==> config.mk <==
export PLATFORM = sky130hd
export DESIGN_NAME = puerto_entrada
export DESIGN_NICKNAME = d
export VERILOG_FILES = /design/src/rtl/puerto_pkg.sv /design/src/rtl/mem_fifo.sv /design/src/rtl/puerto_entrada.sv
export SDC_FILE = /design/constraint.sdc
export NUM_CORES = 1
export LEC_CHECK = 0
export BUFFER_PORTS_ARGS = -buffer_cell sky130_fd_sc_hd__buf_2
export CAP_MARGIN = 10
export CELL_PAD_IN_SITES_DETAIL_PLACEMENT = 0
export CELL_PAD_IN_SITES_GLOBAL_PLACEMENT = 1
export CORE_MARGIN = 3
export CORE_UTILIZATION = 45
export CTS_CLUSTER_SIZE = 14
export DETAILED_ROUTE_END_ITERATION = 16
export MAX_ROUTING_LAYER = met4
export PLACE_DENSITY = 0.86
export SETUP_SLACK_MARGIN = 0.4
export SYNTH_ARGS = -nofsm -noshare
export SYNTH_HDL_FRONTEND = slang
export SYNTH_SLANG_ARGS = --single-unit
==> constraint.sdc <==
create_clock -name clk -period 2.85 [get_ports clk]
set_clock_uncertainty 0.05 [all_clocks]
set_input_delay 0.285 -clock clk [delete_from_list [all_inputs] [get_ports clk]]
set_output_delay 0.285 -clock clk [all_outputs]
set_load 0.02 [all_outputs]
==> src/rtl/puerto_pkg.sv <==
`default_nettype none
// ============================================================================
//  Module      : puerto_pkg
//  Description : Shared defaults and helper function for the puerto_entrada
//                input port: default data width, default FIFO depth and the
//                pointer-width constant function.
//  Revision    : 1.0 - initial release
// ============================================================================
package puerto_pkg;

  // Default datapath width in bits.
  localparam int unsigned PUERTO_WIDTH_DEF = 8;

  // Default number of FIFO entries (power of two, 2..16).
  localparam int unsigned PUERTO_DEPTH_DEF = 4;

  // Bits needed to address 'depth' entries. Clamped to 1 so a degenerate
  // depth still yields a legal vector width.
  function automatic int unsigned ptr_width(input int unsigned depth);
    if (depth > 1) begin
      return $clog2(depth);
    end
    return 1;
  endfunction

endpackage : puerto_pkg
`default_nettype wire

==> src/rtl/mem_fifo.sv <==
`default_nettype none
// ============================================================================
//  Module      : mem_fifo
//  Description : Storage array for the input-port FIFO. One synchronous
//                write port and one asynchronous (combinational) read port.
//                Contents are deliberately not reset.
//
//  Ports
//    clk      in   clock, write happens on rising edge
//    i_we     in   write enable
//    i_waddr  in   write address
//    i_wdata  in   write data
//    i_raddr  in   read address
//    o_rdata  out  data stored at i_raddr (combinational)
//
//  Revision    : 1.0 - initial release
// ============================================================================
module mem_fifo #(
  parameter int unsigned WIDTH = 8,
  parameter int unsigned DEPTH = 4,
  parameter int unsigned AW    = 2
) (
  input  logic             clk,
  input  logic             i_we,
  input  logic [AW-1:0]    i_waddr,
  input  logic [WIDTH-1:0] i_wdata,
  input  logic [AW-1:0]    i_raddr,
  output logic [WIDTH-1:0] o_rdata
);

  logic [WIDTH-1:0] r_mem [DEPTH];

  always_ff @(posedge clk) begin
    if (i_we) begin
      r_mem[i_waddr] <= i_wdata;
    end
  end

  assign o_rdata = r_mem[i_raddr];

endmodule : mem_fifo
`default_nettype wire

==> src/rtl/puerto_entrada.sv <==
`default_nettype none
// ============================================================================
//  Module      : puerto_entrada
//  Description : Input port between an external valid/ready producer and a
//                CPU that pops words with a read strobe. Data is buffered in
//                a DEPTH-entry FIFO (mem_fifo); pointer and occupancy control
//                live here. A sticky error flag records reads while empty.
//
//  Configuration macro
//    PUERTO_ENTRADA_IRQ_EN  when defined, adds registered output 'irq'
//                           equal to !empty delayed by one cycle.
//
//  Ports
//    clk        in   single clock, rising edge
//    reset      in   synchronous active-high reset
//    ext_data   in   producer data
//    ext_valid  in   producer offers ext_data
//    ext_ready  out  block accepts data this cycle (= !full)
//    rd         in   CPU pop strobe
//    dout       out  head-of-FIFO word, zero while empty
//    empty      out  FIFO holds no words
//    full       out  FIFO holds DEPTH words
//    count      out  number of stored words
//    clr_err    in   clears err (a same-edge underflow wins)
//    err        out  sticky underflow flag
//    irq        out  (optional) registered !empty, one cycle late
//
//  DEPTH must be a power of two in 2..16 so pointers wrap naturally.
//
//  Revision    : 1.0 - initial release
// ============================================================================
module puerto_entrada
  import puerto_pkg::*;
#(
  parameter int unsigned WIDTH = PUERTO_WIDTH_DEF,
  parameter int unsigned DEPTH = PUERTO_DEPTH_DEF
) (
  input  logic                   clk,
  input  logic                   reset,
  input  logic [WIDTH-1:0]       ext_data,
  input  logic                   ext_valid,
  output logic                   ext_ready,
  input  logic                   rd,
  output logic [WIDTH-1:0]       dout,
  output logic                   empty,
  output logic                   full,
  output logic [$clog2(DEPTH):0] count,
  input  logic                   clr_err,
  output logic                   err
`ifdef PUERTO_ENTRADA_IRQ_EN
  ,
  output logic                   irq
`endif
);

  localparam int unsigned PW = ptr_width(DEPTH);
  localparam int unsigned CW = $clog2(DEPTH) + 1;

  localparam logic [CW-1:0] C_FULL_COUNT = CW'(DEPTH);
  localparam logic [CW-1:0] C_CNT_ONE    = CW'(1);
  localparam logic [PW-1:0] C_PTR_ONE    = PW'(1);

  // --------------------------------------------------------------------------
  // Registered state
  // --------------------------------------------------------------------------
  logic [PW-1:0]    r_wptr;
  logic [PW-1:0]    r_rptr;
  logic [CW-1:0]    r_count;
  logic             r_err;

  // --------------------------------------------------------------------------
  // Combinational
  // --------------------------------------------------------------------------
  logic             w_full;
  logic             w_empty;
  logic             w_push;
  logic             w_pop;
  logic             w_underflow;
  logic [CW-1:0]    w_count_nxt;
  logic [WIDTH-1:0] w_rdata;

  // Status depends only on the registered count, so ext_ready has no
  // combinational path from ext_valid or rd.
  assign w_full  = (r_count == C_FULL_COUNT);
  assign w_empty = (r_count == '0);

  assign w_push      = ext_valid && !w_full;
  assign w_pop       = rd && !w_empty;
  assign w_underflow = rd && w_empty;

  always_comb begin
    w_count_nxt = r_count;
    unique case ({w_push, w_pop})
      2'b10:   w_count_nxt = r_count + C_CNT_ONE;
      2'b01:   w_count_nxt = r_count - C_CNT_ONE;
      default: w_count_nxt = r_count;
    endcase
  end

  // --------------------------------------------------------------------------
  // Pointers and occupancy
  // --------------------------------------------------------------------------
  // DEPTH is a power of two, so plain increment wraps modulo DEPTH.
  always_ff @(posedge clk) begin
    if (reset) begin
      r_wptr  <= '0;
      r_rptr  <= '0;
      r_count <= '0;
    end else begin
      if (w_push) begin
        r_wptr <= r_wptr + C_PTR_ONE;
      end
      if (w_pop) begin
        r_rptr <= r_rptr + C_PTR_ONE;
      end
      r_count <= w_count_nxt;
    end
  end

  // Sticky underflow flag: a new underflow beats a same-edge clear.
  always_ff @(posedge clk) begin
    if (reset) begin
      r_err <= 1'b0;
    end else if (w_underflow) begin
      r_err <= 1'b1;
    end else if (clr_err) begin
      r_err <= 1'b0;
    end
  end

  // --------------------------------------------------------------------------
  // Storage
  // --------------------------------------------------------------------------
  // Write is gated by !reset so a word offered during reset is dropped
  // rather than silently landing in the array.
  mem_fifo #(
    .WIDTH (WIDTH),
    .DEPTH (DEPTH),
    .AW    (PW)
  ) u_mem_fifo (
    .clk     (clk),
    .i_we    (w_push && !reset),
    .i_waddr (r_wptr),
    .i_wdata (ext_data),
    .i_raddr (r_rptr),
    .o_rdata (w_rdata)
  );

  // --------------------------------------------------------------------------
  // Outputs
  // --------------------------------------------------------------------------
  // Array contents are never reset, so mask them while the FIFO is empty.
  assign dout      = w_empty ? '0 : w_rdata;
  assign ext_ready = !w_full;
  assign full      = w_full;
  assign empty     = w_empty;
  assign count     = r_count;
  assign err       = r_err;

`ifdef PUERTO_ENTRADA_IRQ_EN
  logic r_irq;

  always_ff @(posedge clk) begin
    if (reset) begin
      r_irq <= 1'b0;
    end else begin
      r_irq <= !w_empty;
    end
  end

  assign irq = r_irq;
`endif

endmodule : puerto_entrada
`default_nettype wire

==> impl_metrics.json <==
{
  "synthCells": 109,
  "finalNetCount": 163,
  "synthAdderAreaFrac": 0.0479,
  "fin_crit_ps": 2380,
  "die_w_um": 67.9,
  "wire_per_inst_um": 15.9,
  "syn2layout_area_growth_pct": 17.6,
  "grt_first_pass_wirelength_um": 4880,
  "powerDensity_nw_per_um2": 896,
  "cp_data_required_time_ps": 3020,
  "place.gp.congestion": 0.738,
  "r2r_cells": 8,
  "h-tree-depth": 2,
  "status": "completed",
  "fmax_ghz": 0.421,
  "place.detailed.hpwl_um": 2080,
  "first_global_vias": 998,
  "p_total_uw": 1820,
  "die-area_um2": 4610,
  "rows": 21,
  "synth.distinct_cells": 25,
  "p_leak_uw": 0.000755,
  "placed_cell_area_um2": 1930,
  "grtUsageTotal": 0.160,
  "cts_tree": "built",
  "grt_max_degree": 14,
  "vdd_drop_max_uv": 365,
  "ant_nets": 0,
  "clock-sinks": 42,
  "synth_seq_area_share": 0.673,
  "finalMaxSlewViolations": 0,
  "setup-tns-final_ps": 0,
  "cts_buffer_depth": 2,
  "clkTransAtPathRegs_ps": 70,
  "dr.pass1.iters": 4,
  "synth_simple_gate_area_share": 0.0892,
  "cts-root-buf": "clkbuf_8",
  "synth_top_family_by_area": "multiplexers",
  "n_antenna_cell": 0,
  "min-delay-start": "ext_data[4]",
  "initial_core_util": 0.490,
  "cap_violations": 0,
  "syn-cell-area_um2": 1730,
  "io_buffers": 27,
  "r2r-start": "count[2]$_SDFFE_PP0P_",
  "grt_antenna_before_repair": 0,
  "setup_viol": 0,
  "vias": 1003,
  "cts-buffers-inserted": 5,
  "fin_hold_ws_ps": 155,
  "synth_xor_area_frac": 0.0152,
  "die-height_um": 67.9,
  "synth_warnings": 0,
  "rsz0062_at_grt": "false",
  "drc": 0,
  "worstHoldEndpoint": "u_mem_fifo.r_mem[2][4]$_DFFE_PP_",
  "startpoint_type": "flip-flop",
  "drt_wl_total_um": 3030,
  "holdPathStages": 1,
  "synth.avg_cell_area_um2": 15.8,
  "synth-compound-area-share": 0.0384,
  "fp.coreArea_um2": 3520,
  "crit_fanout": 6,
  "ioPinCount": 28,
  "grt_overflow": 0,
  "finalInstanceArea_um2": 2030,
  "drive_above_1_share": 0.379,
  "hold_violations": 0,
  "r2r_end": "count[2]$_SDFFE_PP0P_",
  "syn-num-nets": 128,
  "hold_path.class": "input port to flip-flop",
  "ys_ff_latch": 42,
  "avgViaCountPerCell": 5.25,
  "timing.final.crit_share": 0.834,
  "slew_headroom": 0.625,
  "crit_arrival_ps": 2550,
  "muxShareOfSynthArea": 0.104,
  "clk_latency_ps": 290,
  "tightest_slew_ps": 562,
  "endpoint_kind": "flip-flop",
  "first_iter_violations": 54,
  "critPathKind": "flip-flop to flip-flop",
  "r2r_slack_ps": 470
}
[registers in the layout, summed over array words and instances (netlist names), named ones only]
| signal | count |
|---|---|
| err | 1 |
| r_rptr | 2 |
| count | 3 |
| u_mem_fifo.r_mem | 32 |
| r_wptr | 2 |
[routing by layer]
metal	vias to the layer above	track usage	routed length, um
met2	25	0.260	1610
met5	-	-	0
met3	8	0.0493	149
met4	0	0.0819	68
li1	468	-	-
met1	502	0.178	1200
[logic make-up (layout without fill, tap and decap cells)]
logic type | Yosys count | in the layout
flip-flops | 42 | 42
AO/OA/AOI/OAI | 11 | 11
AND/OR/NAND/NOR | 27 | 27
buffers and inverters | 12 | 48
multiplexers | 8 | 8
XOR/XNOR | 3 | 3
adder cells (fa/ha/maj) | 6 | 6
[worst max-delay path by stage]
stage / depth (start not counted) / slack [ps] / to / startpoint
CTS: 8 / 460 / count[2]$_SDFFE_PP0P_ / count[2]$_SDFFE_PP0P_
global placement: 8 / 450 / count[2]$_SDFFE_PP0P_ / count[1]$_SDFFE_PP0P_
detailed placement: 8 / 370 / count[2]$_SDFFE_PP0P_ / count[1]$_SDFFE_PP0P_
global route: 8 / 400 / count[2]$_SDFFE_PP0P_ / count[2]$_SDFFE_PP0P_
finish: 8 / 470 / count[2]$_SDFFE_PP0P_ / count[2]$_SDFFE_PP0P_
floorplan: 9 / 410 / count[2]$_SDFFE_PP0P_ / count[2]$_SDFFE_PP0P_
[stage by stage]
step                      setup slack (ps)  utilization  instances
after detailed placement               366        0.548        182
after global placement                 449        0.548        182
final                                  474        0.576        191
after floorplan                        409            -        109
after global routing                   398        0.576        191
after CTS                              461        0.572        190
[cells in the final DEF, fill, tap and decap left out]
cell type	Yosys	routed
nor2b_1	9	9
nor3b_1	4	4
buf_2	2	27
or3_1	1	1
or3_2	1	1
ha_2	0	1
mux4_2	8	8
dfxtp_2	0	3
buf_4	0	6
inv_1	7	7
nor3_1	1	1
o21ai_0	2	2
o31ai_1	1	1
a21oi_2	1	2
nand2_2	0	1
xor2_1	3	3
clkbuf_8	0	5
a21oi_1	5	4
clkbuf_1	1	3
fa_1	1	1
or3b_4	0	1
ha_1	5	4
nand2_1	2	1
a21o_1	2	2
dfxtp_1	10	7
edfxtp_1	32	32
nand3_1	2	2
nor2_1	6	6
[power by group]
group | leakage, uW | internal (uW) | switching [uW]
combinational | 0.000342 | 284 | 373
sequential | 0.000374 | 728 | 77.2
clock | 0.0000395 | 174 | 181
[critical path, stage by stage, from the launching register on]
cell	delay, ps
dfxtp_2	370
or3b_4	400
nand2_2	120
ha_2	200
inv_1	50
fa_1	370
xor2_1	160
or3_2	430
a21oi_2	160
[layout make-up]
cell class	instances	area (um2)
flip-flops and latches	42	1160
repair buffers	33	180
well taps	46	57.6
clock buffers	8	80.1
fillers	286	1490
inverters	7	26.3
multi-input cells	55	520
[synth_stat cells (all sizes together)]
cell type / number / share of area
o21ai: 2 / 0.0058
or3: 2 / 0.0080
xor2: 3 / 0.015
fa: 1 / 0.012
a21o: 2 / 0.0087
or3b: 1 / 0.0051
nor3b: 4 / 0.017
nor2: 6 / 0.013
dfxtp: 10 / 0.12
mux4: 8 / 0.10
nand3: 2 / 0.0058
clkbuf: 1 / 0.0022
ha: 5 / 0.036
nand2: 2 / 0.0044
inv: 7 / 0.015
nor3: 1 / 0.0029
nor2b: 9 / 0.033
o31ai: 1 / 0.0044
buf: 4 / 0.015
a21oi: 6 / 0.020
edfxtp: 32 / 0.56
[repair_timing]
item,4_1_cts,5_1_grt
hold endpoints to repair,0,0
setup endpoints to repair,1,1
gates resized for setup,2,2
hold buffers,0,0
buffers inserted,0,1
No activity file was read; power rests on OpenSTA's default activity.
